File: src/rtl/alu_arbiter.sv
// Round-robin front end sharing one combinational ALU between two requesters.
// Operands are registered toward the ALU; result and flags are registered back.
module alu_arbiter #(
   parameter int BUS_WIDTH = 8,
   parameter int CNT_WIDTH = 8
) (
   input  logic                 clk,
   input  logic                 rst_n,
   input  logic                 req0_valid,
   output logic                 req0_ready,
   input  logic [3:0]           req0_opcode,
   input  logic [BUS_WIDTH-1:0] req0_a,
   input  logic [BUS_WIDTH-1:0] req0_b,
   input  logic                 req0_cin,
   input  logic                 req0_bin,
   output logic                 rsp0_valid,
   input  logic                 rsp0_ready,
   output logic [BUS_WIDTH-1:0] rsp0_y,
   output logic [4:0]           rsp0_flags,
   input  logic                 req1_valid,
   output logic                 req1_ready,
   input  logic [3:0]           req1_opcode,
   input  logic [BUS_WIDTH-1:0] req1_a,
   input  logic [BUS_WIDTH-1:0] req1_b,
   input  logic                 req1_cin,
   input  logic                 req1_bin,
   output logic                 rsp1_valid,
   input  logic                 rsp1_ready,
   output logic [BUS_WIDTH-1:0] rsp1_y,
   output logic [4:0]           rsp1_flags,
   output logic [BUS_WIDTH-1:0] alu_a,
   output logic [BUS_WIDTH-1:0] alu_b,
   output logic [3:0]           alu_opcode,
   output logic                 alu_cin,
   output logic                 alu_bin,
   input  logic [BUS_WIDTH-1:0] alu_y,
   input  logic                 alu_cout,
   input  logic                 alu_bout,
   input  logic                 alu_zero,
   input  logic                 alu_par,
   input  logic                 alu_inv,
   output logic                 busy,
   output logic                 grant_id,
   output logic [CNT_WIDTH-1:0] inv_cnt
);

   typedef enum logic [1:0] {
      S_IDLE,
      S_ISSUE,
      S_RESP
   } state_t;

   state_t                 r_state;
   state_t                 w_next;
   logic                   r_ptr;
   logic                   r_grant;
   logic [BUS_WIDTH-1:0]   r_a;
   logic [BUS_WIDTH-1:0]   r_b;
   logic [3:0]             r_op;
   logic                   r_cin;
   logic                   r_bin;
   logic [BUS_WIDTH-1:0]   r_y;
   logic [4:0]             r_flags;
   logic [CNT_WIDTH-1:0]   r_inv_cnt;

   logic                   w_any;
   logic                   w_win;
   logic                   w_acc;
   logic                   w_rsp_hs;

   assign w_any    = req0_valid | req1_valid;
   // Under contention the pointer decides; otherwise the lone requester wins.
   assign w_win    = (req0_valid & req1_valid) ? r_ptr : req1_valid;
   assign w_rsp_hs = r_grant ? rsp1_ready : rsp0_ready;

   always_ff @(posedge clk) begin
      if (!rst_n) begin
         r_state <= S_IDLE;
      end else begin
         r_state <= w_next;
      end
   end

   always_comb begin
      w_next = r_state;
      w_acc  = 1'b0;
      unique case (r_state)
         S_IDLE: begin
            if (rst_n && w_any) begin
               w_acc  = 1'b1;
               w_next = S_ISSUE;
            end
         end
         S_ISSUE: begin
            w_next = S_RESP;
         end
         S_RESP: begin
            if (w_rsp_hs) begin
               w_next = S_IDLE;
            end
         end
         default: begin
            w_next = S_IDLE;
         end
      endcase
   end

   always_ff @(posedge clk) begin
      if (!rst_n) begin
         r_ptr     <= 1'b0;
         r_grant   <= 1'b0;
         r_a       <= '0;
         r_b       <= '0;
         r_op      <= '0;
         r_cin     <= 1'b0;
         r_bin     <= 1'b0;
         r_y       <= '0;
         r_flags   <= '0;
         r_inv_cnt <= '0;
      end else begin
         if (w_acc) begin
            r_ptr   <= ~w_win;
            r_grant <= w_win;
            r_a     <= w_win ? req1_a      : req0_a;
            r_b     <= w_win ? req1_b      : req0_b;
            r_op    <= w_win ? req1_opcode : req0_opcode;
            r_cin   <= w_win ? req1_cin    : req0_cin;
            r_bin   <= w_win ? req1_bin    : req0_bin;
         end
         if (r_state == S_ISSUE) begin
            r_y     <= alu_y;
            r_flags <= {alu_inv, alu_par, alu_zero, alu_bout, alu_cout};
            if (alu_inv && (r_inv_cnt != {CNT_WIDTH{1'b1}})) begin
               r_inv_cnt <= r_inv_cnt + CNT_WIDTH'(1);
            end
         end
      end
   end

   assign req0_ready = w_acc & ~w_win;
   assign req1_ready = w_acc & w_win;

   assign rsp0_valid = (r_state == S_RESP) & ~r_grant;
   assign rsp1_valid = (r_state == S_RESP) & r_grant;
   assign rsp0_y     = rsp0_valid ? r_y : '0;
   assign rsp1_y     = rsp1_valid ? r_y : '0;
   assign rsp0_flags = rsp0_valid ? r_flags : '0;
   assign rsp1_flags = rsp1_valid ? r_flags : '0;

   assign alu_a      = r_a;
   assign alu_b      = r_b;
   assign alu_opcode = r_op;
   assign alu_cin    = r_cin;
   assign alu_bin    = r_bin;

   assign busy     = (r_state != S_IDLE);
   assign grant_id = r_grant;
   assign inv_cnt  = r_inv_cnt;

endmodule

File: config.mk
export PLATFORM = sky130hd
export DESIGN_NAME = alu_arbiter
export DESIGN_NICKNAME = d
export VERILOG_FILES = /design/src/rtl/alu_arbiter.sv
export SDC_FILE = /design/constraint.sdc
export NUM_CORES = 1
export LEC_CHECK = 0
export CORE_UTILIZATION = 30
export CTS_BUF_LIST = sky130_fd_sc_hd__clkbuf_8 sky130_fd_sc_hd__clkbuf_16
export DETAILED_ROUTE_END_ITERATION = 8
export PLACE_DENSITY = 0.68
export SLEW_MARGIN = 20
export SYNTH_ARGS = -nofsm -noshare
export SYNTH_HDL_FRONTEND = slang
export SYNTH_SLANG_ARGS = --single-unit
export TNS_END_PERCENT = 20
File: constraint.sdc
create_clock -name clk -period 2.39 [get_ports clk]
set_clock_uncertainty 0.2 [all_clocks]
set_input_delay 0.478 -clock clk [delete_from_list [all_inputs] [get_ports clk]]
set_output_delay 0.478 -clock clk [all_outputs]
set_load 0.02 [all_outputs]
---- Word level (Yosys, flattened, before mapping) ----
Index checks and enable logic that the tools add are counted.
word-level totals
  bits in registers ....................... 47
  bits of input ports ..................... 63
  output and inout bits ................... 62
  logic and storage cells ................. 47
cells by class
  add/subtract/negate cells ............... 1
  eq/ne operators ......................... 5
  multiplexer cells ....................... 16
  bitwise gates (word level) .............. 8
  reduce and logical (&&, ||, !) cells .... 6
operators by type and width
  cell                   number
  $mux W8                4
  $mux W5                2
  $add A8 B1 Y8 const B  1
  $ne A8 B8 Y1 const B   1
  $mux W1                6
  $pmux W2 S3            1
  $and A1 B1 Y1          5
  $mux W2                2
  $mux W4                1
  $ne A2 B2 Y1 const B   2
  $reduce_and A2 Y1      2
  $eq A2 B1 Y1 const B   1
  $eq A2 B2 Y1 const B   1
  $logic_and A1 B1 Y1    2
  $logic_not A2 Y1       1
  $not A1 Y1             2
  $reduce_bool A2 Y1     1
  $or A1 B1 Y1           1

---- Logic depth before layout (Yosys ltp) ----
  depth after elaboration ................. 5
  gate-level depth with buffers ........... 7
  mapped depth without buffers ............ 5

---- Worst setup path after synthesis ----
Ideal clock, no wire load.
  kind .................................... register to output
  from .................................... register r_state[0]
  to ...................................... output req0_ready
  data arrival time ....................... 1.627 ns
  required time ........................... 1.712 ns
  setup slack ............................. 0.085 ns
  stages on the path, launching flop included .. 7
  path buffers ............................ 2
  cells stage by stage .................... dfxtp_1 -> or2_1 -> or3_4 -> inv_2 -> buf_6 -> buf_4 -> and2_1
between the ends
  cells in the longest elaborated chain, start to end .. 3
ends and longest elaborated chain
  what                    line  source
  start, declared         53    state_t r_state;
  start signal, assigned  80    r_state <= w_next;
  $logic_not A2 Y1        87    unique case (r_state)
  $mux W1                 87
  $and A1 B1 Y1           140   assign req0_ready = w_acc & ~w_win;
  end, declared           10    output logic req0_ready,
No other way between the ends.

---- Final worst setup path ----
  from .................................... input req0_valid
  to ...................................... output req1_ready
between the ends
  cells in the longest elaborated chain, start to end .. 5
  elaborated cells between the ends (all ways) .. 7
  classes of those cells .................. mux: 3; bitwise: 3; reduce/logical: 1
ends and longest elaborated chain
  what                 line  source
  start, declared      9     input logic req0_valid,
  $or A1 B1 Y1         71    assign w_any = req0_valid | req1_valid;
  $logic_and A1 B1 Y1  89    if (rst_n && w_any) begin
  $mux W1              89
  $mux W1              87
  $and A1 B1 Y1 *      141   assign req1_ready = w_acc & w_win;
  end, declared        21    output logic req1_ready,
Mark *: on every way between the ends. The rest lies on a longest branch, timed or not.

==> key figures <==
Clocking
  – CTS sink cnt: 47
  – CTS Buffer Depth: 2
  – Postcts setup bufs: 0
  – Clock-pin slew of the registers on the worst-case setup and hold paths: approximately 0.080 ns
  – H-tree depth: 2
  – TritonCTS clock tree: done
  – TritonCTS buffer count: 5
  – CTS resizes: between 40 and 50
  – Worst skew pair latency: roughly 0.29 ns
  – CTS Hold Buffers Added: 0
  – CTS Root Cell: clkbuf_8

Synthesis
  – Yosys warns: 0
  – Number of synthesized flops with an enable pin: 0
  – Netlist cell types: 36
  – Seq/Total Area, Yosys: approximately 43%
  – FFs w/ async S/R, synth: 0%
  – Syn avg cell area: approximately 8.9 µm²
  – Net Count, Synth: approximately 300
  – Mapped Area: approximately 2200 µm²
  – Predominant post-synthesis flop cell: dfxtp_1
  – FF+latch count, synth: 47
  – Post-Syn Instances: approximately 250

Finish
  – Layout cell share with drive strength beyond 1: a little under an eighth
  – Post-route insts no fill: about 470
  – Final Core Density: a little over half
  – Final #Nets: about 440
  – Post-route cell area: roughly 3600 µm²
  – Layout area overhead: 66.30%

Setup path
  – Crit start category: primary input
  – Worst path slowest cell: clkdlybuf4s50_1
  – CP peak stage delay: around 0.48 ns
  – Crit Path Max Fanout: 3
  – Setup crit end kind: output port
  – CP arrival: ~1.7 ns
  – Worst EP required: approximately 1.7 ns
  – Worst-path cell chain: clkdlybuf4s50_1, nor2_1, or3_4, nor2_2, buf_4
  – CP Class: primary input to output port

Detailed routing
  – # DRC: 0
  – Routed Antenna Nets: 0
  – Routed len/inst: between 10 and 15 µm
  – DR iter-0 viols: 51
  – Total number of vias: approximately 2,200
  – Final wirelength: ~5900 µm
  – DR pass1 iterations: 4
  – Via/cell ratio: between 4 and 5

Power
  – Power share of the combinational group: 25.3%
  – Clk pwr share: 29.0%
  – Seq pwr share: a little under half
  – Sw frac: a little over a quarter
  – VDD IR max: around 260 µV
  – Lkg Pwr: around 0.0015 µW
  – Int Pwr: about 1400 µW
  – Psw: just over 500 µW
  – Power per cell area: ~530 nW/µm²

Global routing
  – Pin count of the biggest net entering global routing: 47
  – Vias in the first global route: slightly below 2,000
  – Initial antenna violation count: 1
  – GRT overflow: 0
  – Met1 Resource Use GR: 19.00%
  – Met2 Resource Use GR: between 20% and 30%
  – GRT Total Usage: between 10% and 20%
  – First-pass GRT wire length: roughly 9600 µm
  – Met3 usage: under 10%
  – Gr busiest metal: met2

Die
  – Num ports: about 130
  – Die Ht: around 87 µm
  – Die ar.: ~7600 µm²
  – Cell Rows: 30
  – Die X-Extent: ~87 µm
  – Starting Density: approximately a third
  – Core box area: around 6900 µm²

Timing
  – Fmax: approximately 430 MHz
  – Final period utilization: between 90% and 100%
  – Slew Viols, Final: 0
  – Fin worst setup slack: about 0.045 ns
  – Final Hold Vio Count: 0
  – Final setup vio count: 0
  – RSZ-0062 raised after global routing: true
  – Relative max-transition margin: between 60% and 70%
  – Final Critical Period: around 2.3 ns
  – Tightest Pin Transition: 0.5518 ns

Outcome
  – Status: complete, no violations

Hold path
  – Hold Crit Class: flip-flop to flip-flop

Flow run
  – Max Cap Viol: 0

Placed design
  – Place WS: -0.5566 ns
  – IO buf count: roughly 120
  – Cell Area, Placed: ~3600 µm²
  – Final Wtd Congestion: around 0.73
  – Dpl hpwl: approximately 4500 µm
  – Placed cell count: approximately 460
==> layout make-up <==
type | count | area [µm²]
fillers | 672 | 3269
clock inverters | 2 | 33.78
clock buffers | 5 | 68.82
diodes | 1 | 2.502
well taps | 96 | 120.1
inverters | 3 | 11.26
flip-flops and latches | 47 | 942.2
multi-input cells | 180 | 1159
repair buffers | 138 | 1300
==> power groups by stage <==
stage | clock network (µW) | logic (µW) | registers (µW)
2_1_floorplan | 0 | 200 | 938
3_3_place_gp | 0 | 485 | 892
3_5_place_dp | 0 | 492 | 895
4_1_cts | 576 | 490 | 877
5_1_grt | 611 | 530 | 884
6_report | 554 | 485 | 875
==> cells in the final DEF (no fill, tap or decap), types with 6 or more instances in the layout <==
cell and instances:
nor2_2 6, dfxtp_1 46, and2_1 28, a211oi_1 17
clkdlybuf4s15_1 8, clkdlybuf4s50_1 93, mux2i_1 24, dlygate4sd2_1 16
nand2_1 27, a21oi_1 18, nor2_1 24, buf_4 15
==> worst max-delay path: cells and delay by family <==
family,cells,cell delay (ns)
AND/OR/NAND/NOR,3,0.55
buffers and inverters,2,0.64
==> state kept, by name (all words and copies together), names as in the netlist <==
name and flops:
alu_a 8, alu_b 8, alu_bin 1, alu_cin 1, alu_opcode 4, grant_id 1
inv_cnt 8, r_flags 5, r_ptr 1, r_state 2, r_y 8
==> per-layer routing <==
layer,part of all wire (%),vias to the layer above
li1,-,1107
met1,43,957
met2,46,90
met3,8.8,7
met4,2.2,0
met5,0,-
==> synthesized netlist by cell type, drive strengths merged, types with 2 or more instances <==
master / count / share of area, %
o31ai: 3 / 1.0
mux2i: 24 / 11
buf: 7 / 2.6
dfxtp: 47 / 43
a211oi: 22 / 8.7
nor2: 30 / 5.7
o21ai: 4 / 1.1
nand2: 27 / 4.6
o211ai: 2 / 0.69
and3b: 2 / 0.80
xor2: 3 / 1.2
nand3: 3 / 0.69
or4: 3 / 1.0
clkbuf: 8 / 1.4
or3: 2 / 0.80
inv: 3 / 0.51
and2: 28 / 8.0
a21oi: 18 / 4.1
==> logic make-up after synthesis <==
| family | count (synthesis) | synth area share [%] |
|---|---|---|
| AOI/OAI and AO/OA | 50 | 15.96 |
| xor gates and xnor gates | 3 | 1.202 |
| adders and majority gates | 1 | 0.5720 |
| buffers and inverters | 18 | 4.462 |
| DFF | 47 | 43.02 |
| muxes | 24 | 10.98 |
| and+or+nand+nor | 102 | 23.80 |
==> final timing paths <==
path	from	endpoint	slack [ns]	cells past startpoint
worst min-delay path	r_flags[1]	r_flags[1]	0.27	2
worst max-delay path	req0_valid	req1_ready	0.04	5
worst max register to register	r_state[0]	alu_opcode[0]	0.30	6
worst min register to register	r_flags[1]	r_flags[1]	0.27	2
==> stage by stage <==
stage	total power (µW)	hold WS, ns	TNS (ns)
3_3_place_gp	1376	0.2481	-2.222
4_1_cts	1943	0.2698	0
6_report	1914	0.2651	0
3_5_place_dp	1387	0.2582	-3.275
2_1_floorplan	1138	0.2401	0
5_1_grt	2025	0.2853	-0.02681
No activity file was read; power rests on OpenSTA's default activity.
